### src/rtl/mlp_pkg.sv
// Shared MLP definitions.
//   LANES          : default vector width (lanes per neuron) of the compute datapath
//   int8_t         : signed 8-bit operand type
//   loader_state_t : operand loader FSM states
package mlp_pkg;

  localparam int LANES = 8;

  typedef logic signed [7:0] int8_t;

  typedef enum logic [2:0] {
    IDLE    = 3'd0,
    LOAD_IN = 3'd1,
    LOAD_W  = 3'd2,
    LOAD_B  = 3'd3,
    DRAIN   = 3'd4,
    PRESENT = 3'd5
  } loader_state_t;

endpackage

### src/rtl/mlp_operand_loader_if.sv
// Operand loader bus: memory read port plus the operand-set handshake.
//   mem_rd_en / mem_addr : read request, one byte per cycle
//   mem_rd_data          : read data, valid exactly one cycle after mem_rd_en
//   data_out/weight_out/bias_out : operand set for one neuron
//   vec_valid / vec_ready        : operand-set handshake
//
// Handshake: a set is transferred on a cycle where vec_valid and vec_ready
// are both 1. While vec_valid=1 and vec_ready=0 the producer holds vec_valid
// and every operand stable. vec_ready may be high before vec_valid; it has
// no effect until vec_valid rises. vec_valid drops the cycle after transfer.
interface mlp_operand_loader_if #(
  parameter int ADDR_W = 12,
  parameter int LANES  = mlp_pkg::LANES
) ();

  logic                mem_rd_en;
  logic [ADDR_W-1:0]   mem_addr;
  mlp_pkg::int8_t      mem_rd_data;
  mlp_pkg::int8_t      data_out   [0:LANES-1];
  mlp_pkg::int8_t      weight_out [0:LANES-1];
  mlp_pkg::int8_t      bias_out;
  logic                vec_valid;
  logic                vec_ready;

  modport master (
    output mem_rd_en, mem_addr, data_out, weight_out, bias_out, vec_valid,
    input  mem_rd_data, vec_ready
  );

  modport slave (
    input  mem_rd_en, mem_addr, data_out, weight_out, bias_out, vec_valid,
    output mem_rd_data, vec_ready
  );

endinterface

### src/rtl/mlp_operand_loader.sv
// Operand loader for one MLP layer. Fetches the shared input vector once,
// then per neuron fetches LANES weights and one bias, and presents the set
// to the compute datapath over a valid/ready handshake.
//   clk, rst      : clock, synchronous active-high reset
//   start         : one-cycle layer start (ignored while busy)
//   num_neurons   : neurons in the layer, latched at start
//   in_base/w_base/b_base : byte base addresses, latched at start
//   busy, done    : layer in progress / one-cycle completion pulse
//   state_dbg     : current FSM state
//   bus           : memory read port and operand-set handshake
module mlp_operand_loader #(
  parameter int ADDR_W = 12,
  parameter int LANES  = mlp_pkg::LANES
) (
  input  logic                  clk,
  input  logic                  rst,
  input  logic                  start,
  input  logic [7:0]            num_neurons,
  input  logic [ADDR_W-1:0]     in_base,
  input  logic [ADDR_W-1:0]     w_base,
  input  logic [ADDR_W-1:0]     b_base,
  output logic                  busy,
  output logic                  done,
  output mlp_pkg::loader_state_t state_dbg,
  mlp_operand_loader_if.master  bus
);
  import mlp_pkg::*;

  localparam int PW = (LANES > 1) ? $clog2(LANES) : 1;
  localparam logic [PW-1:0] LAST_LANE = PW'(LANES - 1);

  loader_state_t     state, state_n;
  logic [PW-1:0]     iss_ptr, iss_ptr_n;
  logic [PW-1:0]     cap_ptr;
  logic              cap_en;
  loader_state_t     cap_src;
  logic [7:0]        num_q, neuron, neuron_n;
  logic [ADDR_W-1:0] in_base_q, b_base_q, w_ptr, w_ptr_n;
  logic [ADDR_W-1:0] rd_addr;
  logic              rd_en, done_n, latch;
  int8_t             data_q   [0:LANES-1];
  int8_t             weight_q [0:LANES-1];
  int8_t             bias_q;

  always_comb begin
    state_n   = state;
    iss_ptr_n = iss_ptr;
    neuron_n  = neuron;
    w_ptr_n   = w_ptr;
    done_n    = 1'b0;
    latch     = 1'b0;
    rd_en     = 1'b0;
    rd_addr   = '0;
    case (state)
      IDLE: begin
        if (start) begin
          if (num_neurons != 8'd0) begin
            latch     = 1'b1;
            state_n   = LOAD_IN;
            iss_ptr_n = '0;
            neuron_n  = 8'd0;
            w_ptr_n   = w_base;
          end else begin
            done_n = 1'b1;
          end
        end
      end
      LOAD_IN: begin
        rd_en     = 1'b1;
        rd_addr   = in_base_q + ADDR_W'(iss_ptr);
        iss_ptr_n = iss_ptr + PW'(1);
        if (iss_ptr == LAST_LANE) begin
          iss_ptr_n = '0;
          state_n   = LOAD_W;
        end
      end
      LOAD_W: begin
        // Weight rows are contiguous, so one running pointer walks the
        // whole matrix across neurons; ADDR_W-bit arithmetic wraps silently.
        rd_en     = 1'b1;
        rd_addr   = w_ptr;
        w_ptr_n   = w_ptr + ADDR_W'(1);
        iss_ptr_n = iss_ptr + PW'(1);
        if (iss_ptr == LAST_LANE) begin
          iss_ptr_n = '0;
          state_n   = LOAD_B;
        end
      end
      LOAD_B: begin
        rd_en   = 1'b1;
        rd_addr = b_base_q + ADDR_W'(neuron);
        state_n = DRAIN;
      end
      DRAIN: begin
        // Bias byte is on mem_rd_data this cycle and captured at its end.
        state_n = PRESENT;
      end
      PRESENT: begin
        if (bus.vec_ready) begin
          if (neuron == num_q - 8'd1) begin
            state_n = IDLE;
            done_n  = 1'b1;
          end else begin
            neuron_n = neuron + 8'd1;
            state_n  = LOAD_W;
          end
        end
      end
      default: state_n = IDLE;
    endcase
  end

  always_ff @(posedge clk) begin
    if (rst) begin
      state     <= IDLE;
      iss_ptr   <= '0;
      cap_ptr   <= '0;
      cap_en    <= 1'b0;
      cap_src   <= IDLE;
      num_q     <= 8'd0;
      neuron    <= 8'd0;
      in_base_q <= '0;
      b_base_q  <= '0;
      w_ptr     <= '0;
      done      <= 1'b0;
      bias_q    <= '0;
      for (int i = 0; i < LANES; i++) begin
        data_q[i]   <= '0;
        weight_q[i] <= '0;
      end
    end else begin
      state   <= state_n;
      iss_ptr <= iss_ptr_n;
      neuron  <= neuron_n;
      w_ptr   <= w_ptr_n;
      done    <= done_n;
      // Capture side trails the issue side by the one-cycle read latency.
      cap_en  <= rd_en;
      cap_src <= state;
      cap_ptr <= iss_ptr;
      if (latch) begin
        num_q     <= num_neurons;
        in_base_q <= in_base;
        b_base_q  <= b_base;
      end
      if (cap_en) begin
        case (cap_src)
          LOAD_IN: data_q[cap_ptr]   <= bus.mem_rd_data;
          LOAD_W:  weight_q[cap_ptr] <= bus.mem_rd_data;
          LOAD_B:  bias_q            <= bus.mem_rd_data;
          default: ;
        endcase
      end
    end
  end

  assign bus.mem_rd_en  = rd_en;
  assign bus.mem_addr   = rd_addr;
  assign bus.vec_valid  = (state == PRESENT);
  assign bus.data_out   = data_q;
  assign bus.weight_out = weight_q;
  assign bus.bias_out   = bias_q;
  assign busy           = (state != IDLE);
  assign state_dbg      = state;

endmodule

### src/flat_wrapper.sv
// flat-port wrapper written by rule: the top's interface ports become plain ports
module mlp_operand_loader_flat import mlp_pkg::*;
#(
  parameter int ADDR_W = 12,
  parameter int LANES  = mlp_pkg::LANES
)
  (clk, rst, start, num_neurons, in_base, w_base, b_base, busy, done, state_dbg, bus_mem_rd_en, bus_mem_addr, bus_data_out, bus_weight_out, bus_bias_out, bus_vec_valid, bus_mem_rd_data, bus_vec_ready);
  mlp_operand_loader_if #(.ADDR_W(ADDR_W), .LANES(LANES)) bus_i ();
  input  logic clk;
  input  logic rst;
  input  logic start;
  input  logic [7:0] num_neurons;
  input  logic [ADDR_W-1:0] in_base;
  input  logic [ADDR_W-1:0] w_base;
  input  logic [ADDR_W-1:0] b_base;
  output logic busy;
  output logic done;
  output mlp_pkg::loader_state_t state_dbg;
  output wire logic [$bits(bus_i.mem_rd_en)-1:0] bus_mem_rd_en;
  output wire logic [$bits(bus_i.mem_addr)-1:0] bus_mem_addr;
  output wire logic [$bits(bus_i.data_out)-1:0] bus_data_out;
  output wire logic [$bits(bus_i.weight_out)-1:0] bus_weight_out;
  output wire logic [$bits(bus_i.bias_out)-1:0] bus_bias_out;
  output wire logic [$bits(bus_i.vec_valid)-1:0] bus_vec_valid;
  input wire logic [$bits(bus_i.mem_rd_data)-1:0] bus_mem_rd_data;
  input wire logic [$bits(bus_i.vec_ready)-1:0] bus_vec_ready;
  assign bus_mem_rd_en = bus_i.mem_rd_en;
  assign bus_mem_addr = bus_i.mem_addr;
  assign bus_data_out = {>>{bus_i.data_out}};
  assign bus_weight_out = {>>{bus_i.weight_out}};
  assign bus_bias_out = bus_i.bias_out;
  assign bus_vec_valid = bus_i.vec_valid;
  assign bus_i.mem_rd_data = bus_mem_rd_data;
  assign bus_i.vec_ready = bus_vec_ready;
  mlp_operand_loader #(.ADDR_W(ADDR_W), .LANES(LANES)) u_core (.clk(clk), .rst(rst), .start(start), .num_neurons(num_neurons), .in_base(in_base), .w_base(w_base), .b_base(b_base), .busy(busy), .done(done), .state_dbg(state_dbg), .bus(bus_i));
endmodule
### config.mk
export PLATFORM = sky130hd
export DESIGN_NAME = mlp_operand_loader_flat
export DESIGN_NICKNAME = d
export VERILOG_FILES = /design/src/rtl/mlp_pkg.sv /design/src/rtl/mlp_operand_loader_if.sv /design/src/rtl/mlp_operand_loader.sv /design/src/flat_wrapper.sv
export SDC_FILE = /design/constraint.sdc
export NUM_CORES = 1
export LEC_CHECK = 0
export BUFFER_PORTS_ARGS = -buffer_cell sky130_fd_sc_hd__buf_2
export CORE_MARGIN = 2
export CORE_UTILIZATION = 30
export DETAILED_ROUTE_END_ITERATION = 16
export PLACE_DENSITY = 0.49
export SLEW_MARGIN = 20
export SYNTH_ARGS = -nofsm -noshare
export SYNTH_HDL_FRONTEND = slang
export SYNTH_SLANG_ARGS = --single-unit
### constraint.sdc
create_clock -name clk -period 4.6 [get_ports clk]
set_input_delay 0.92 -clock clk [delete_from_list [all_inputs] [get_ports clk]]
set_output_delay 0.92 -clock clk [all_outputs]
set_load 0.01 [all_outputs]
* Word level (Yosys, flattened, before mapping)
Index checks and enable logic that the tools add are counted.
Storage, ports and cells: ROM bits 0, bits in writable memories 0, latch bits 0, memories 0, input bits 56, register bits 202
Cells by class: add/sub/neg operators 6, bitwise gates (word level) 1, $mul 0, div/mod/pow operators 0, order comparisons 2, shift operators 0, muxes and demuxes 33, reductions and logical operators 16, eq/ne operators 16
Operators with widths (count):
- $bwmux W64 | 2
- $mux W8 | 5
- $pmux W12 S3 | 1
- $demux W8 S3 | 1
- $mux W12 | 2
- $mux W3 | 8
- $pmux W12 S2 | 1
- $pmux W3 S6 | 1
- $pmux W8 S2 | 1
- $add A12 B1 Y12 const B | 1
- $add A12 B3 Y12 | 1
- $add A12 B8 Y12 | 1
- $eq A3 B2 Y1 const B | 4
- $reduce_and A5 Y1 | 2
- $eq A3 B3 Y1 const B | 3
- $add A8 B1 Y8 const B | 1
- $eq A8 B8 Y1 | 1
- $mux W1 | 8
- $ne A2 B1 Y1 const B | 4
- $reduce_bool A8 Y1 | 1
- $sub A8 B1 Y8 const B | 1
- $eq A3 B1 Y1 const B | 2
- $pmux W3 S2 | 1
- $reduce_and A2 Y1 | 3
- other kinds (14) | 18

* Depth between registers and ports, before layout
word-level depth 6, mapped depth 9, gate-level depth less buffers 9

* Worst setup path after synthesis
OpenSTA, ideal clock, no wires.
kind register -> output, start point reg u_core.neuron[0], end point out bus_mem_addr[10], setup slack 1.674 ns, data arrival time 2.006 ns, buffers on the path 0, cell stages (with the launch flop) 10, required time 3.680 ns, cells stage by stage dfxtp_1 -> ha_1 -> inv_1 -> fa_1 -> nor2b_1 -> o21ai_0 -> a21o_1 -> a211oi_1 -> xnor2_1 -> o21ai_0
Between the ends: longest elaborated chain between the ends 2
Ends and longest elaborated chain:
- start, declared | RTL line mlp_operand_loader.sv:37 | logic [7:0] num_q, neuron, neuron_n;
- start signal, assigned | RTL line mlp_operand_loader.sv:134 | neuron <= neuron_n;
- $add A12 B8 Y12 | RTL line mlp_operand_loader.sv:91 | rd_addr = b_base_q + ADDR_W'(neuron);
- $pmux W12 S3 | RTL line mlp_operand_loader.sv:54 | case (state)
- end, declared | RTL line flat_wrapper.sv:20 | output wire logic [$bits(bus_i.mem_addr)-1:0] bus_mem_addr;
No other way between the ends.

* Worst setup path in the final report
Same ends and word-level chain as after synthesis.

==> impl_results.md <==
* Status: finished, final reports clean
* Worst Setup SP: u_core.neuron[0]$_SDFFE_PP0P_
* Clk Latency, worst-skew pair at 0.54 ns
* Commonest non-fill, non-tap cell in the layout: buf_2
* Avg WL per Cell at 17.3 um
* Initial Util at 0.307
* DIE AREA at 30900 um2
* Skew final at 0.0136 ns
* Slew @ Worst Pin at 0.883 ns
* CTS tree: done
* Critical Path Sink Type: primary output
* Max stage delay on crit path at 0.49 ns
* CTS sink count at 202
* YS warnings at 0
* Die Ht at 176 um
* Asr flop ratio synth at 0
* Via count at 7928
* Leak pwr at 4.61 nW
* Tmin final at 3.73 ns
* Setup Viol. Count Final at 0
* Dominant synthesized flop cell: dfxtp_1
* Antenna violations before repair at 0
* Crit-path cells: ha_1 -> inv_1 -> fa_1 -> nor2b_1 -> o21ai_0 -> a21o_1 -> a211oi_1 -> xnor2_1 -> o21ai_0 -> buf_2
* Port bufs at 210
* Mapped Nets at 1121
* Number of remaining DRC errors at 0
* Min-Delay Path Class: flop to flop
* Grt total ovfl at 0
* Period utilization at 0.810
* Ports at 211
* Min-delay src: u_core.bus.data_out[16]$_SDFFE_PP0P_
* Post-DRT Antenna Nets at 0
* Max-cap violations at 0
* Data arrival time of the critical path at 2.81 ns
* N_diodes at 0
* Fin nets at 1299
* Max Clk Rate at 268 MHz
* Min Hold Slack at 0.447 ns
* Slew HR at 0.412
* Most frequent cell on the critical path: o21ai_0
* CP Max Fanout at 8
* Area grow syn2layout at 26.2%
* Setup TNS Final at 0 ns
* First-pass GRT wire length at 43500 um
* Iter 0 DRT Violations at 420
* Final Wtd Congestion at 0.797
* Routed WL at 28100 um
* Count of cell types in the netlist at 59
* Register area share after synthesis at 0.457
* Pwr Density at 395 nW/um2
* Startpoint types: flop
* H-tree levels at 1
* Area of the multi-input gates at 4480 um2
* Synth Cell Area at 8850 um2
* Worst r2r src: u_core.state_dbg[1]$_SDFFE_PP0P_
* Slowest CP cell: dfxtp_1
* # resized after CTS at 0
* Worst setup path class: flop to primary output
* CTS root buf: clkbuf_16
* EDFF count, synth at 0
* Synthesized instance count at 1047
* Hpwl dp at 19300 um
* Row count at 62
* Clock Pin Slew Worst Setup and Hold Paths at 0.06 ns
* Total CTS buffers at 26
* Post-synthesis register bit count at 202
* Post-CTS Setup Bufs at 0
* Core region area at 28900 um2
* Proportion of layout cells with a drive suffix above 1 at 0.232
* Number of global-route vias before repair at 7703
* CTS Hold Bufs at 0
* CP required at 3.68 ns
* Die Width at 176 um
* Via density at 4.87
* Filler Cells Inserted at 3046
* Total global-route track usage at 0.176
* Drt pass-1 iters at 5
* Syn avg cell area at 8.45 um2
* Max IR drop VDD at 0.279 mV
* Pins Over Slew Limit at 0
* RSZ-0062 raised after global routing: no
* Largest net degree at the start of global routing at 94
* Most frequent cells in the layout: 209 x buf_2, 202 x dfxtp_1, 163 x nand2_1
* Final Hold Viols at 0
* Max clock buf depth at 3
* FF+latch area at 4040 um2
## sequential cells by signal (all words and copies together) (netlist names)
register and flops:
u_core.bus.data_out 64, u_core.b_base_q 12, u_core.bus.bias_out 8, u_core.bus.weight_out 64
u_core.cap_src 3, u_core.state_dbg 3, u_core.iss_ptr 3, u_core.in_base_q 12
u_core.w_ptr 12, u_core.neuron 8, u_core.cap_ptr 3, u_core.done 1
u_core.num_q 8, u_core.cap_en 1
## worst max-delay path: cells and delay by family (launching register included)
family,cells,cell delay [ns]
xor+xnor,1,0.11
compound gates,4,0.71
simple gates,1,0.12
buf+inv,2,0.22
fa+ha+maj,2,0.63
flops,1,0.49
## routing by layer
layer  global-route usage  part of all wire
met5                    0                 0
met4               0.0455             0.023
met3               0.0506             0.067
met2                0.284              0.46
met1                0.232              0.45
## final cells by class
class | count | share of cell area
Inverter | 14 | 0.00471
Clock inverter | 15 | 0.0213
Tap cell | 384 | 0.0430
Multi-Input combinational cell | 758 | 0.401
Timing Repair Buffer | 223 | 0.103
Sequential cell | 202 | 0.362
Clock buffer | 32 | 0.0639
## power breakdown
group	switching (mW)	leakage, nW	internal [mW]
Combinational	0.220	2.51	0.125
Sequential	0.0512	1.63	1.79
Clock	0.836	0.463	1.39
## stage by stage
stage          std cells   util  power (mW)  cell area, um2  setup slack (ns)
2_1_floorplan       1047      -        2.09            8850              1.67
3_3_place_gp        1581  0.354        2.23           10200              1.35
3_5_place_dp        1581  0.354        2.23           10200              1.28
4_1_cts             1628  0.387        4.47           11200             0.859
5_1_grt             1628  0.387        4.59           11200             0.626
6_report            1628  0.387        4.41           11200             0.872
## final timing paths
kind / to / slack, ns / cells after the start
setup / recovery: bus_mem_addr[10] / 0.87 / 10
hold / removal: u_core.bus.data_out[16]$_SDFFE_PP0P_ / 0.45 / 2
setup reg to reg: u_core.w_ptr[11]$_SDFFE_PP0P_ / 1.84 / 6
hold reg to reg: u_core.bus.data_out[16]$_SDFFE_PP0P_ / 0.45 / 2
## cell usage after synthesis (2+ instances only)
master    count  area [um2]
or3_1         6        37.5
nor3_4        2        32.5
buf_1         2        7.51
a211oi_1      5        37.5
nor2_1      118         443
a31oi_1       5        31.3
a21boi_0      3        22.5
or2_2         3        18.8
and3_1        5        31.3
nand4_1       7        43.8
a221oi_1      7        61.3
ha_1         16         200
inv_1        12        45.0
nand3_1      62         310
nor2b_1      14        87.6
and4_1        3        26.3
o221ai_1      5        43.8
xnor2_1      16         140
nor3b_1       6        45.0
o31ai_1       3        22.5
or4_1         9        67.6
a21o_1        3        22.5
and2_1        2        12.5
dfxtp_1     202        4040
nor2_2        6        37.5
a22oi_1       6        45.0
nand3b_1      4        30.0
o21ai_0      17        85.1
nand2b_1      8        50.1
clkbuf_1     66         248
nand2_1     163         612
or3b_2        2        17.5
inv_2         2        7.51
buf_2         4        20.0
xor2_1       11        96.3
nor3_1       10        50.1
mux2i_1      84         841
a21oi_1     116         581
fa_1          2        40.0
nor4_1        6        37.5
o211ai_1      6        45.0
## kinds of logic (layout without fill, tap and decap cells)
kind of cell               Yosys count  count (layout)  share of synthesized area
muxes                               85              85                     0.0963
adders and majority gates           18              18                     0.0272
buffers and inverters               87             284                     0.0383
DFF                                202             202                      0.457
AOI/OAI and AO/OA                  188             188                      0.125
and+or+nand+nor                    440             440                      0.230
xor gates and xnor gates            27              27                     0.0267
(Power assumes the default switching activity.)
